--- src/rtl/hb_step_decoder_if.sv ---
// Bundles the observed H-bridge lines, position clear and decoded motion outputs.
// master drives hb_in/clr_pos and observes; slave is the decoder side.
interface hb_step_decoder_if #(
  parameter int POS_WIDTH = 32
);
  logic [3:0]           hb_in;
  logic                 clr_pos;
  logic [POS_WIDTH-1:0] position;
  logic                 step_pulse;
  logic                 step_dir;
  logic                 moving;
  logic                 err_illegal;
  logic [7:0]           err_count;
  logic [1:0]           phase_idx;
  logic                 stall;

  modport master (
    output hb_in, clr_pos,
    input  position, step_pulse, step_dir, moving, err_illegal, err_count, phase_idx, stall
  );

  modport slave (
    input  hb_in, clr_pos,
    output position, step_pulse, step_dir, moving, err_illegal, err_count, phase_idx, stall
  );
endinterface

--- src/rtl/hb_step_decoder.sv ---
// Reconstructs stepper motion (position, step, direction, faults) from observed H-bridge phase lines.
// Optional stall timeout in RUN is built only when HB_STALL_TIMEOUT_EN is defined.
module hb_step_decoder #(
  parameter int SYNC_STAGES  = 2,
  parameter int POS_WIDTH    = 32,
  parameter int STALL_CYCLES = 100000
) (
  input logic             clk,
  input logic             PRESET,
  hb_step_decoder_if.slave bus
);

  typedef enum logic [1:0] {IDLE, RUN, FAULT} state_t;

  if (SYNC_STAGES < 2 || STALL_CYCLES < 2) begin : g_bad_param
    $error("hb_step_decoder: SYNC_STAGES and STALL_CYCLES must be at least 2");
  end

  // Packed shift chain: newest sample enters at the low nibble.
  logic [4*SYNC_STAGES-1:0] sync_reg;
  logic [3:0]               s;
  logic [3:0]               prev_reg;

  always_ff @(posedge clk or posedge PRESET) begin
    if (PRESET) begin
      sync_reg <= '0;
      prev_reg <= 4'b0000;
    end else begin
      sync_reg <= {sync_reg[4*SYNC_STAGES-5:0], bus.hb_in};
      prev_reg <= s;
    end
  end

  assign s = sync_reg[4*SYNC_STAGES-1 -: 4];

  function automatic logic [2:0] decode(input logic [3:0] code);
    case (code)
      4'b1001: decode = 3'b100;
      4'b0101: decode = 3'b101;
      4'b0110: decode = 3'b110;
      4'b1010: decode = 3'b111;
      default: decode = 3'b000;
    endcase
  endfunction

  logic       s_valid;
  logic [1:0] s_idx;
  logic [1:0] idx_fwd;
  logic [1:0] idx_rev;
  logic       s_changed;

  assign {s_valid, s_idx} = decode(s);
  assign idx_fwd   = bus.phase_idx + 2'd1;
  assign idx_rev   = bus.phase_idx - 2'd1;
  assign s_changed = (s != prev_reg);

  state_t               state_reg, state_next;
  logic [POS_WIDTH-1:0] position_reg, position_next;
  logic                 step_pulse_reg, step_pulse_next;
  logic                 step_dir_reg, step_dir_next;
  logic                 err_illegal_reg, err_illegal_next;
  logic [7:0]           err_count_reg, err_count_next;
  logic [1:0]           phase_idx_reg, phase_idx_next;
  logic                 illegal;
  logic                 run_entry;
  logic                 stall_hit;

`ifdef HB_STALL_TIMEOUT_EN
  localparam int CW = (STALL_CYCLES > 2) ? $clog2(STALL_CYCLES) : 1;
  logic [CW-1:0] stall_cnt_reg, stall_cnt_next;
  logic          stall_reg;

  assign stall_hit = (state_reg == RUN) && !s_changed &&
                     (stall_cnt_reg == CW'(STALL_CYCLES - 1));

  always_comb begin
    stall_cnt_next = '0;
    if (state_reg == RUN && !s_changed && !stall_hit)
      stall_cnt_next = stall_cnt_reg + CW'(1);
  end

  always_ff @(posedge clk or posedge PRESET) begin
    if (PRESET) begin
      stall_cnt_reg <= '0;
      stall_reg     <= 1'b0;
    end else begin
      stall_cnt_reg <= stall_cnt_next;
      stall_reg     <= stall_hit;
    end
  end

  assign bus.stall = stall_reg;
`else
  assign stall_hit = 1'b0;
  assign bus.stall = 1'b0;
`endif

  always_comb begin
    state_next       = state_reg;
    position_next    = position_reg;
    step_pulse_next  = 1'b0;
    step_dir_next    = step_dir_reg;
    err_illegal_next = 1'b0;
    err_count_next   = err_count_reg;
    phase_idx_next   = phase_idx_reg;
    illegal          = 1'b0;
    run_entry        = 1'b0;

    case (state_reg)
      IDLE: begin
        // Entry needs a change so a stalled-out static phase does not bounce back into RUN.
        if (s_valid && s_changed) begin
          run_entry      = 1'b1;
          state_next     = RUN;
          phase_idx_next = s_idx;
        end else if (!s_valid && s != 4'b0000) begin
          illegal = 1'b1;
        end
      end
      RUN: begin
        if (s_changed) begin
          if (s == 4'b0000) begin
            state_next = IDLE;
          end else if (!s_valid) begin
            illegal = 1'b1;
          end else if (s_idx == idx_fwd) begin
            position_next   = position_reg + POS_WIDTH'(1);
            step_pulse_next = 1'b1;
            step_dir_next   = 1'b1;
            phase_idx_next  = s_idx;
          end else if (s_idx == idx_rev) begin
            position_next   = position_reg - POS_WIDTH'(1);
            step_pulse_next = 1'b1;
            step_dir_next   = 1'b0;
            phase_idx_next  = s_idx;
          end else begin
            illegal = 1'b1;
          end
        end else if (stall_hit) begin
          state_next = IDLE;
        end
      end
      FAULT: begin
        if (s == 4'b0000)
          state_next = IDLE;
      end
      default: state_next = IDLE;
    endcase

    if (illegal) begin
      err_illegal_next = 1'b1;
      state_next       = FAULT;
      if (err_count_reg != 8'hFF)
        err_count_next = err_count_reg + 8'd1;
    end

    if (bus.clr_pos)
      position_next = '0;
  end

  always_ff @(posedge clk or posedge PRESET) begin
    if (PRESET) begin
      state_reg       <= IDLE;
      position_reg    <= '0;
      step_pulse_reg  <= 1'b0;
      step_dir_reg    <= 1'b0;
      err_illegal_reg <= 1'b0;
      err_count_reg   <= 8'd0;
      phase_idx_reg   <= 2'd0;
    end else begin
      state_reg       <= state_next;
      position_reg    <= position_next;
      step_pulse_reg  <= step_pulse_next;
      step_dir_reg    <= step_dir_next;
      err_illegal_reg <= err_illegal_next;
      err_count_reg   <= err_count_next;
      phase_idx_reg   <= phase_idx_next;
    end
  end

  assign bus.position    = position_reg;
  assign bus.step_pulse  = step_pulse_reg;
  assign bus.step_dir    = step_dir_reg;
  assign bus.moving      = (state_reg == RUN);
  assign bus.err_illegal = err_illegal_reg;
  assign bus.err_count   = err_count_reg;
  assign bus.phase_idx   = phase_idx_reg;

endmodule
--- src/flat_wrapper.sv ---
// flat-port wrapper written by rule: the top's interface ports become plain ports
module hb_step_decoder_flat 
#(
  parameter int SYNC_STAGES  = 2,
  parameter int POS_WIDTH    = 32,
  parameter int STALL_CYCLES = 100000
)
  (clk, PRESET, bus_hb_in, bus_clr_pos, bus_position, bus_step_pulse, bus_step_dir, bus_moving, bus_err_illegal, bus_err_count, bus_phase_idx, bus_stall);
  hb_step_decoder_if #(.POS_WIDTH(POS_WIDTH)) bus_i ();
  input logic clk;
  input logic PRESET;
  input wire logic [$bits(bus_i.hb_in)-1:0] bus_hb_in;
  input wire logic [$bits(bus_i.clr_pos)-1:0] bus_clr_pos;
  output wire logic [$bits(bus_i.position)-1:0] bus_position;
  output wire logic [$bits(bus_i.step_pulse)-1:0] bus_step_pulse;
  output wire logic [$bits(bus_i.step_dir)-1:0] bus_step_dir;
  output wire logic [$bits(bus_i.moving)-1:0] bus_moving;
  output wire logic [$bits(bus_i.err_illegal)-1:0] bus_err_illegal;
  output wire logic [$bits(bus_i.err_count)-1:0] bus_err_count;
  output wire logic [$bits(bus_i.phase_idx)-1:0] bus_phase_idx;
  output wire logic [$bits(bus_i.stall)-1:0] bus_stall;
  assign bus_i.hb_in = bus_hb_in;
  assign bus_i.clr_pos = bus_clr_pos;
  assign bus_position = bus_i.position;
  assign bus_step_pulse = bus_i.step_pulse;
  assign bus_step_dir = bus_i.step_dir;
  assign bus_moving = bus_i.moving;
  assign bus_err_illegal = bus_i.err_illegal;
  assign bus_err_count = bus_i.err_count;
  assign bus_phase_idx = bus_i.phase_idx;
  assign bus_stall = bus_i.stall;
  hb_step_decoder #(.SYNC_STAGES(SYNC_STAGES), .POS_WIDTH(POS_WIDTH), .STALL_CYCLES(STALL_CYCLES)) u_core (.clk(clk), .PRESET(PRESET), .bus(bus_i));
endmodule
--- config.mk ---
export PLATFORM = sky130hd
export DESIGN_NAME = hb_step_decoder_flat
export DESIGN_NICKNAME = d
export VERILOG_FILES = /design/src/rtl/hb_step_decoder_if.sv /design/src/rtl/hb_step_decoder.sv /design/src/flat_wrapper.sv
export SDC_FILE = /design/constraint.sdc
export NUM_CORES = 1
export LEC_CHECK = 0
export ABC_AREA = 1
export BUFFER_PORTS_ARGS = -buffer_cell sky130_fd_sc_hd__buf_2
export CORE_MARGIN = 2
export CORE_UTILIZATION = 45
export CTS_BUF_LIST = sky130_fd_sc_hd__clkbuf_4 sky130_fd_sc_hd__clkbuf_8
export DETAILED_ROUTE_END_ITERATION = 12
export PLACE_DENSITY = 0.63
export SKIP_LAST_GASP = 1
export SLEW_MARGIN = 0
export SYNTH_ARGS = -nofsm -noshare
export SYNTH_HDL_FRONTEND = slang
export SYNTH_SLANG_ARGS = --single-unit
--- constraint.sdc ---
create_clock -name clk -period 3.8 [get_ports clk]
set_input_delay 0.38 -clock clk [delete_from_list [all_inputs] [get_ports clk]]
set_output_delay 0.38 -clock clk [all_outputs]
set_load 0.03 [all_outputs]
[Word level (Yosys, flattened, before mapping)]
Index checks and enable logic that the tools add are counted.
Storage, ports and cells
  bits in registers: 59
  bits of input ports: 7
  output and inout port bits: 47
  word-level logic and storage cells: 87
Operators by class
  $add $sub $neg: 5
  eq/ne operators: 18
  muxes and demuxes: 37
  bitwise operators: 1
  reductions and logical operators: 17
Operator list (count)
  two-way mux 32 bit: 7
  adder 32 x 1 -> 32 bit (second input constant): 1
  subtractor 32 x 1 -> 32 bit (second input constant): 1
  two-way mux 2 bit: 10
  two-way mux 1 bit: 16
  one-hot mux 3 bit (4 select lines): 1
  AND reduction 5 bit: 2
  nonzero test 2 bit: 5
  inequality test 3 x 1 -> 1 bit (second input constant): 3
  adder 8 x 1 -> 8 bit (second input constant): 1
  equality test 4 x 3 -> 1 bit (second input constant): 2
  equality test 4 bit (second input constant): 2
  inequality test 8 bit (second input constant): 1
  inequality test 2 x 1 -> 1 bit (second input constant): 3
  one-hot mux 2 bit (3 select lines): 1
  AND reduction 6 bit: 1
  equality test 2 bit: 2
  logical NOT 4 bit: 1
  inequality test 2 bit (second input constant): 2
  inequality test 4 bit: 1
  one-hot mux 2 bit (2 select lines): 1
  AND reduction 2 bit: 2
  nonzero test 4 bit: 1
  nonzero test 3 bit: 1
  other kinds (9): 10

[Logic depth before layout (Yosys ltp)]
  word-level depth: 11
  gate-level depth with buffers: 20
  mapped depth without buffers: 20

[Worst setup path before layout]
Ideal clock, no wire load.
  kind: flip-flop to flip-flop
  start: reg u_core.phase_idx_reg[0] (netlist: u_core.bus.phase_idx[0])
  end: reg u_core.position_reg[30] (netlist: u_core.bus.position[30])
  setup time: 0.117 ns
  arrival: 3.099 ns
  data required time: 3.683 ns
  setup slack: 0.584 ns
  cell stages (with the launch flop): 19
  path buffers: 0
  clock period less this slack: 3.216 ns
  cell sequence: dfrtp_1 -> inv_1 -> nand2_1 -> nand2_1 -> inv_1 -> nand2_1 -> nand2_1 -> nand2_1 -> fa_1 -> nand3_1 -> nand3_1 -> nand2_1 -> nand2_1 -> nand2_1 -> nand2_1 -> nand2_1 -> nand3_1 -> nand3_1 -> nand2_1
On the way
  longest elaborated chain between the ends: 8
  elaborated cells between the ends (all ways): 12
  classes of those cells: add/sub (2); eq/ne (2); mux (6); reduce/logical (2)
Ends and longest elaborated chain
  from (decl): RTL line hb_step_decoder.sv:63  | logic [1:0] phase_idx_reg, phase_idx_next;
  from (signal assigned): RTL line hb_step_decoder.sv:177  | phase_idx_reg <= phase_idx_next;
  adder 2 x 1 -> 2 bit: RTL line hb_step_decoder.sv:53  | assign idx_fwd = bus.phase_idx + 2'd1;
  equality test 2 bit: RTL line hb_step_decoder.sv:126  | end else if (s_idx == idx_fwd) begin
  two-way mux 32 bit: RTL line hb_step_decoder.sv:126
  two-way mux 32 bit: RTL line hb_step_decoder.sv:124  | end else if (!s_valid) begin
  two-way mux 32 bit: RTL line hb_step_decoder.sv:122  | if (s == 4'b0000) begin
  two-way mux 32 bit: RTL line hb_step_decoder.sv:121  | if (s_changed) begin
  two-way mux 32 bit: RTL line hb_step_decoder.sv:109  | case (state_reg)
  two-way mux 32 bit: RTL line hb_step_decoder.sv:157  | if (bus.clr_pos)
  to (signal assigned): RTL line hb_step_decoder.sv:172  | position_reg <= position_next;
  to (decl): RTL line hb_step_decoder.sv:58  | logic [POS_WIDTH-1:0] position_reg, position_next;
Several ways; a longest one is shown, not always the timed one. The select of a mux whose other input is x is not followed.
A chain may end at the register's enable or synchronous reset.

[Worst setup path in the final report]
  start: reg u_core.sync_reg[5]
  end: reg u_core.position_reg[22] (netlist: u_core.bus.position[22])
On the way
  longest elaborated chain between the ends: 9
  elaborated cells between the ends (all ways): 20
  classes of those cells: eq/ne (8); mux (7); reduce/logical (5)
Ends and longest elaborated chain
  from (decl): RTL line hb_step_decoder.sv:20  | logic [4*SYNC_STAGES-1:0] sync_reg;
  from (signal assigned): RTL line hb_step_decoder.sv:29  | sync_reg <= {sync_reg[4*SYNC_STAGES-5:0], bus.hb_in};
  equality test 4 bit or equality test 4 x 3 -> 1 bit (tied branches): RTL line hb_step_decoder.sv:37  | case (code)
  one-hot mux 3 bit (4 select lines): RTL line hb_step_decoder.sv:37
  equality test 2 bit: RTL line hb_step_decoder.sv:126
  two-way mux 32 bit: RTL line hb_step_decoder.sv:126
  two-way mux 32 bit: RTL line hb_step_decoder.sv:124
  two-way mux 32 bit: RTL line hb_step_decoder.sv:122
  two-way mux 32 bit: RTL line hb_step_decoder.sv:121
  two-way mux 32 bit: RTL line hb_step_decoder.sv:109
  two-way mux 32 bit: RTL line hb_step_decoder.sv:157
Several ways; a longest one is shown, not always the timed one. The select of a mux whose other input is x is not followed.

==> reports/qor.json <==
{
  "post_synth_top_area_cell": {"value": "sky130_fd_sc_hd__dfrtp_1"},
  "grt_first_pass_wirelength": {"value": 21.85, "unit": "mm"},
  "dp_cells": {"value": 958},
  "vias_in_the_first_global_route": {"value": 4496},
  "tightest_slew": {"value": 0.8253, "unit": "ns"},
  "dp_hpwl": {"value": 9.839, "unit": "mm"},
  "timing.setup.tns": {"value": 0, "unit": "ns"},
  "rr_worst_depth": {"value": 20},
  "clock_power_share": {"value": 0.158},
  "synth_sequential_area_ratio": {"value": 0.3015},
  "initial_antenna_violation_count": {"value": 0},
  "cts-root-buf": {"value": "sky130_fd_sc_hd__clkbuf_8"},
  "setup.worst_path.end_class": {"value": "flop"},
  "dr.first_iter.drc_count": {"value": 278},
  "maxCapViolations": {"value": 0},
  "finalClockSkew": {"value": 0.01676, "unit": "ns"},
  "share_comb_of_total_power": {"value": 0.627},
  "netlist_top_cells_count": {"value": "329 x sky130_fd_sc_hd__nand2_1, 124 x sky130_fd_sc_hd__inv_1, 59 x sky130_fd_sc_hd__dfrtp_1"},
  "r2r_start": {"value": "u_core.sync_reg[5]$_DFF_PP0_"},
  "clk_pin_slew": {"value": 0.09, "unit": "ns"},
  "finalSetupViolations": {"value": 0},
  "average_via_count_per_standard_cell": {"value": 4.881},
  "synth.cell_area": {"value": 4897, "unit": "µm²"},
  "postSynthCellCount": {"value": 769},
  "synth.most_common_cell": {"value": "sky130_fd_sc_hd__nand2_1"},
  "synth.yosys.warnings": {"value": 0},
  "number_of_ports_placed_on_the_die_boundary": {"value": 54},
  "post-route-min-period": {"value": 3.154, "unit": "ns"},
  "worst-endpoint-required": {"value": 4.06, "unit": "ns"},
  "largest_register_ffs": {"value": 32},
  "instances_no_fill": {"value": 974},
  "share_of_final_layout_standard_cells_stronger_than_drive_strength_1": {"value": 0.1031},
  "grt.total_usage": {"value": 0.2394},
  "routedLengthMet1": {"value": 6.280, "unit": "mm"},
  "seqPwrFrac": {"value": 0.215},
  "finalHoldViolations": {"value": 0},
  "vdd_ir_drop_max": {"value": 0.2776, "unit": "mV"},
  "synth_edf_count": {"value": 0},
  "max_slew_margin": {"value": 0.4485},
  "net-switching-power": {"value": 0.001911, "unit": "W"},
  "post_synthesis_area_per_instance": {"value": 6.368, "unit": "µm²"},
  "drt_pre_antenna_iters": {"value": 4},
  "drt-total-wl": {"value": 12.76, "unit": "mm"},
  "die_h": {"value": 108.3, "unit": "µm"},
  "core_region_area": {"value": 10750, "unit": "µm²"},
  "worstSetupStartpointType": {"value": "flop"},
  "dieArea": {"value": 11730, "unit": "µm²"},
  "detail_route.drc_violations": {"value": 0},
  "power.switching_fraction": {"value": 0.5407},
  "floorplan.die.width": {"value": 108.3, "unit": "µm"},
  "cts-htree-levels": {"value": 3},
  "synthTopCellsByArea": {"value": "sky130_fd_sc_hd__dfrtp_1 30%, sky130_fd_sc_hd__nand2_1 25%, sky130_fd_sc_hd__ha_1 10%"},
  "starting_density_of_the_core": {"value": 0.4558},
  "endpoint": {"value": "u_core.bus.position[22]$_DFFE_PP0P_"},
  "async_reset_ff_frac": {"value": 1.000},
  "leakage": {"value": 3.379, "unit": "nW"},
  "dr_wl_met2": {"value": 5.687, "unit": "mm"},
  "largest_net_degree_at_the_start_of_global_routing": {"value": 33},
  "reg2reg_slack": {"value": 0.65, "unit": "ns"},
  "cts_max_path_buffers": {"value": 2},
  "wl_met3": {"value": 544, "unit": "µm"},
  "wire_length_per_cell_after_detailed_routing": {"value": 13.10, "unit": "µm"},
  "cts-buffers-inserted": {"value": 9},
  "grt_setup_unrepaired": {"value": "false"},
  "layout.nets": {"value": 877},
  "top_layer": {"value": "met4"},
  "globalplace.congestion": {"value": 0.9315},
  "flow.area_growth_from_synthesis": {"value": 12.29, "unit": "%"},
  "post-layout-total-power": {"value": 0.003534, "unit": "W"},
  "timing.final.max_slew_violations": {"value": 0},
  "placed_area": {"value": 5313, "unit": "µm²"},
  "io_buffer_count": {"value": 52},
  "synth_flop_cell": {"value": "sky130_fd_sc_hd__dfrtp_1"},
  "overflow": {"value": 0},
  "layout_worst_path_cycle_share": {"value": 0.8301},
  "criticalPathCategory": {"value": "reg -> reg"},
  "post-cts-setup-buffers": {"value": 0},
  "synth-seq-cells": {"value": 59},
  "yosys.cell_types.count": {"value": 31},
  "worstHoldPathType": {"value": "in -> async"},
  "status": {"value": "complete, no violations"},
  "cellPowerDensity": {"value": 642.6, "unit": "nW/µm²"},
  "route.vias.total": {"value": 4754},
  "fmax": {"value": 317.0, "unit": "MHz"},
  "tritoncts": {"value": "yes"},
  "worst_r2r_endpoint": {"value": "u_core.bus.position[22]$_DFFE_PP0P_"},
  "synth.top_cell.area_share": {"value": 0.3015},
  "placement_rows": {"value": 38},
  "worstSkewPairLatency": {"value": 0.38, "unit": "ns"},
  "cp_data_arrival_time": {"value": 3.42, "unit": "ns"},
  "syn-num-nets": {"value": 817},
  "num_antenna_cells": {"value": 0},
  "final_cell_area": {"value": 5499, "unit": "µm²"},
  "filler_cell_count": {"value": 1145},
  "crit_path_max_fanout": {"value": 18},
  "final_core_utilization": {"value": 0.5118},
  "clock_sink_count": {"value": 59},
  "antenna_violating_nets_left": {"value": 0},
  "intPower": {"value": 0.001623, "unit": "W"},
  "launching_element_of_the_worst_setup_path": {"value": "u_core.sync_reg[5]$_DFF_PP0_"}
}
==> layout by cell type (no fill, tap or decap), drive strengths merged <==
| cell type | instances |
|---|---|
| clkbuf | 11 |
| inv | 126 |
| nand4 | 8 |
| xnor2 | 16 |
| o211ai | 2 |
| o21ai | 23 |
| nand3 | 48 |
| clkinvlp | 4 |
| nand3b | 7 |
| nand2 | 334 |
| nor2 | 54 |
| clkinv | 1 |
| and3 | 3 |
| dfrtp | 59 |
| a21oi | 22 |
| buf | 56 |
| a31oi | 1 |
| fa | 1 |
| ha | 40 |
| a21o | 1 |
| conb | 1 |
| xor2 | 6 |
| o21bai | 1 |
| nor3 | 9 |
==> metrics by stage <==
stage | setup slack (ns) | hold slack (ns)
finish | 0.6457 | 0.09254
global route | 0.2368 | 0.09664
CTS | 0.3802 | 0.09720
detailed placement | 0.4035 | 0.3355
global placement | 0.4637 | 0.3370
floorplan | 0.5835 | 0.3312
==> cell type report <==
cell class | instances | area, µm² | share of cell area
repair buffers | 56 | 290.3 | 0.05279
clock inverters | 5 | 38.79 | 0.007053
well taps | 140 | 175.2 | 0.03185
multi-input cells | 577 | 2900 | 0.5274
flip-flops and latches | 59 | 1476 | 0.2685
clock buffers | 11 | 145.1 | 0.02639
inverters | 126 | 473.0 | 0.08601
==> power by group through the flow <==
| stage | clock network, W | logic, W | registers, W |
|---|---|---|---|
| finish | 0.000557 | 0.00222 | 0.000760 |
| global route | 0.000596 | 0.00254 | 0.000771 |
| CTS | 0.000571 | 0.00220 | 0.000760 |
| detailed placement | 0 | 0.00218 | 0.000771 |
| global placement | 0 | 0.00216 | 0.000768 |
| floorplan | 0 | 0.00157 | 0.000863 |
==> cells by family (layout without fill, tap and decap cells) <==
family          after synthesis  after routing  synth area share
simple gates                463            463            0.3919
compound gates               50             50           0.05340
flops                        59             59            0.3015
buf+inv                     133            198            0.1068
other cells                   1              1         0.0007657
xor+xnor                     22             22           0.03934
fa+ha+maj                    41             41            0.1063
==> worst max-delay path, cell delays in order, from the launching register on <==
cell	delay [ns]
sky130_fd_sc_hd__dfrtp_1	0.42
sky130_fd_sc_hd__inv_2	0.06
sky130_fd_sc_hd__nor2_2	0.14
sky130_fd_sc_hd__nand2_1	0.09
sky130_fd_sc_hd__nand2_1	0.10
sky130_fd_sc_hd__nand2_2	0.07
sky130_fd_sc_hd__nand2_4	0.08
sky130_fd_sc_hd__nand2_2	0.24
sky130_fd_sc_hd__buf_4	0.32
sky130_fd_sc_hd__ha_1	0.38
sky130_fd_sc_hd__nand2_1	0.13
sky130_fd_sc_hd__nor2_1	0.17
sky130_fd_sc_hd__inv_1	0.09
sky130_fd_sc_hd__nor3_1	0.14
sky130_fd_sc_hd__nand2_1	0.07
sky130_fd_sc_hd__nand2_1	0.20
sky130_fd_sc_hd__nand2_1	0.11
sky130_fd_sc_hd__nand2_1	0.07
sky130_fd_sc_hd__nand2_1	0.05
sky130_fd_sc_hd__nand3_1	0.06
sky130_fd_sc_hd__nand2_1	0.05
==> worst min-delay path by stage <==
stage                                       from                                  end  slack (ns)
floorplan           u_core.sync_reg[0]$_DFF_PP0_         u_core.sync_reg[4]$_DFF_PP0_        0.33
global placement    u_core.sync_reg[3]$_DFF_PP0_         u_core.sync_reg[7]$_DFF_PP0_        0.34
CTS                                 bus_hb_in[2]         u_core.sync_reg[2]$_DFF_PP0_         0.1
detailed placement  u_core.sync_reg[1]$_DFF_PP0_         u_core.sync_reg[5]$_DFF_PP0_        0.34
global route                        bus_hb_in[3]         u_core.sync_reg[3]$_DFF_PP0_         0.1
finish                                    PRESET  u_core.bus.position[18]$_DFFE_PP0P_        0.09
==> layer usage <==
layer,global-route usage,vias to the layer above
met5,0,-
met4,0.09249,0
met3,0.03978,16
met2,0.3724,75
met1,0.3325,2160
li1,-,2503
==> what timing repair did <==
action / in CTS / in global routing
hold buffers: 0 / 0
setup endpoints to repair: 0 / 3
resized for setup: 0 / 1
Power figures use the tool's default switching activity.
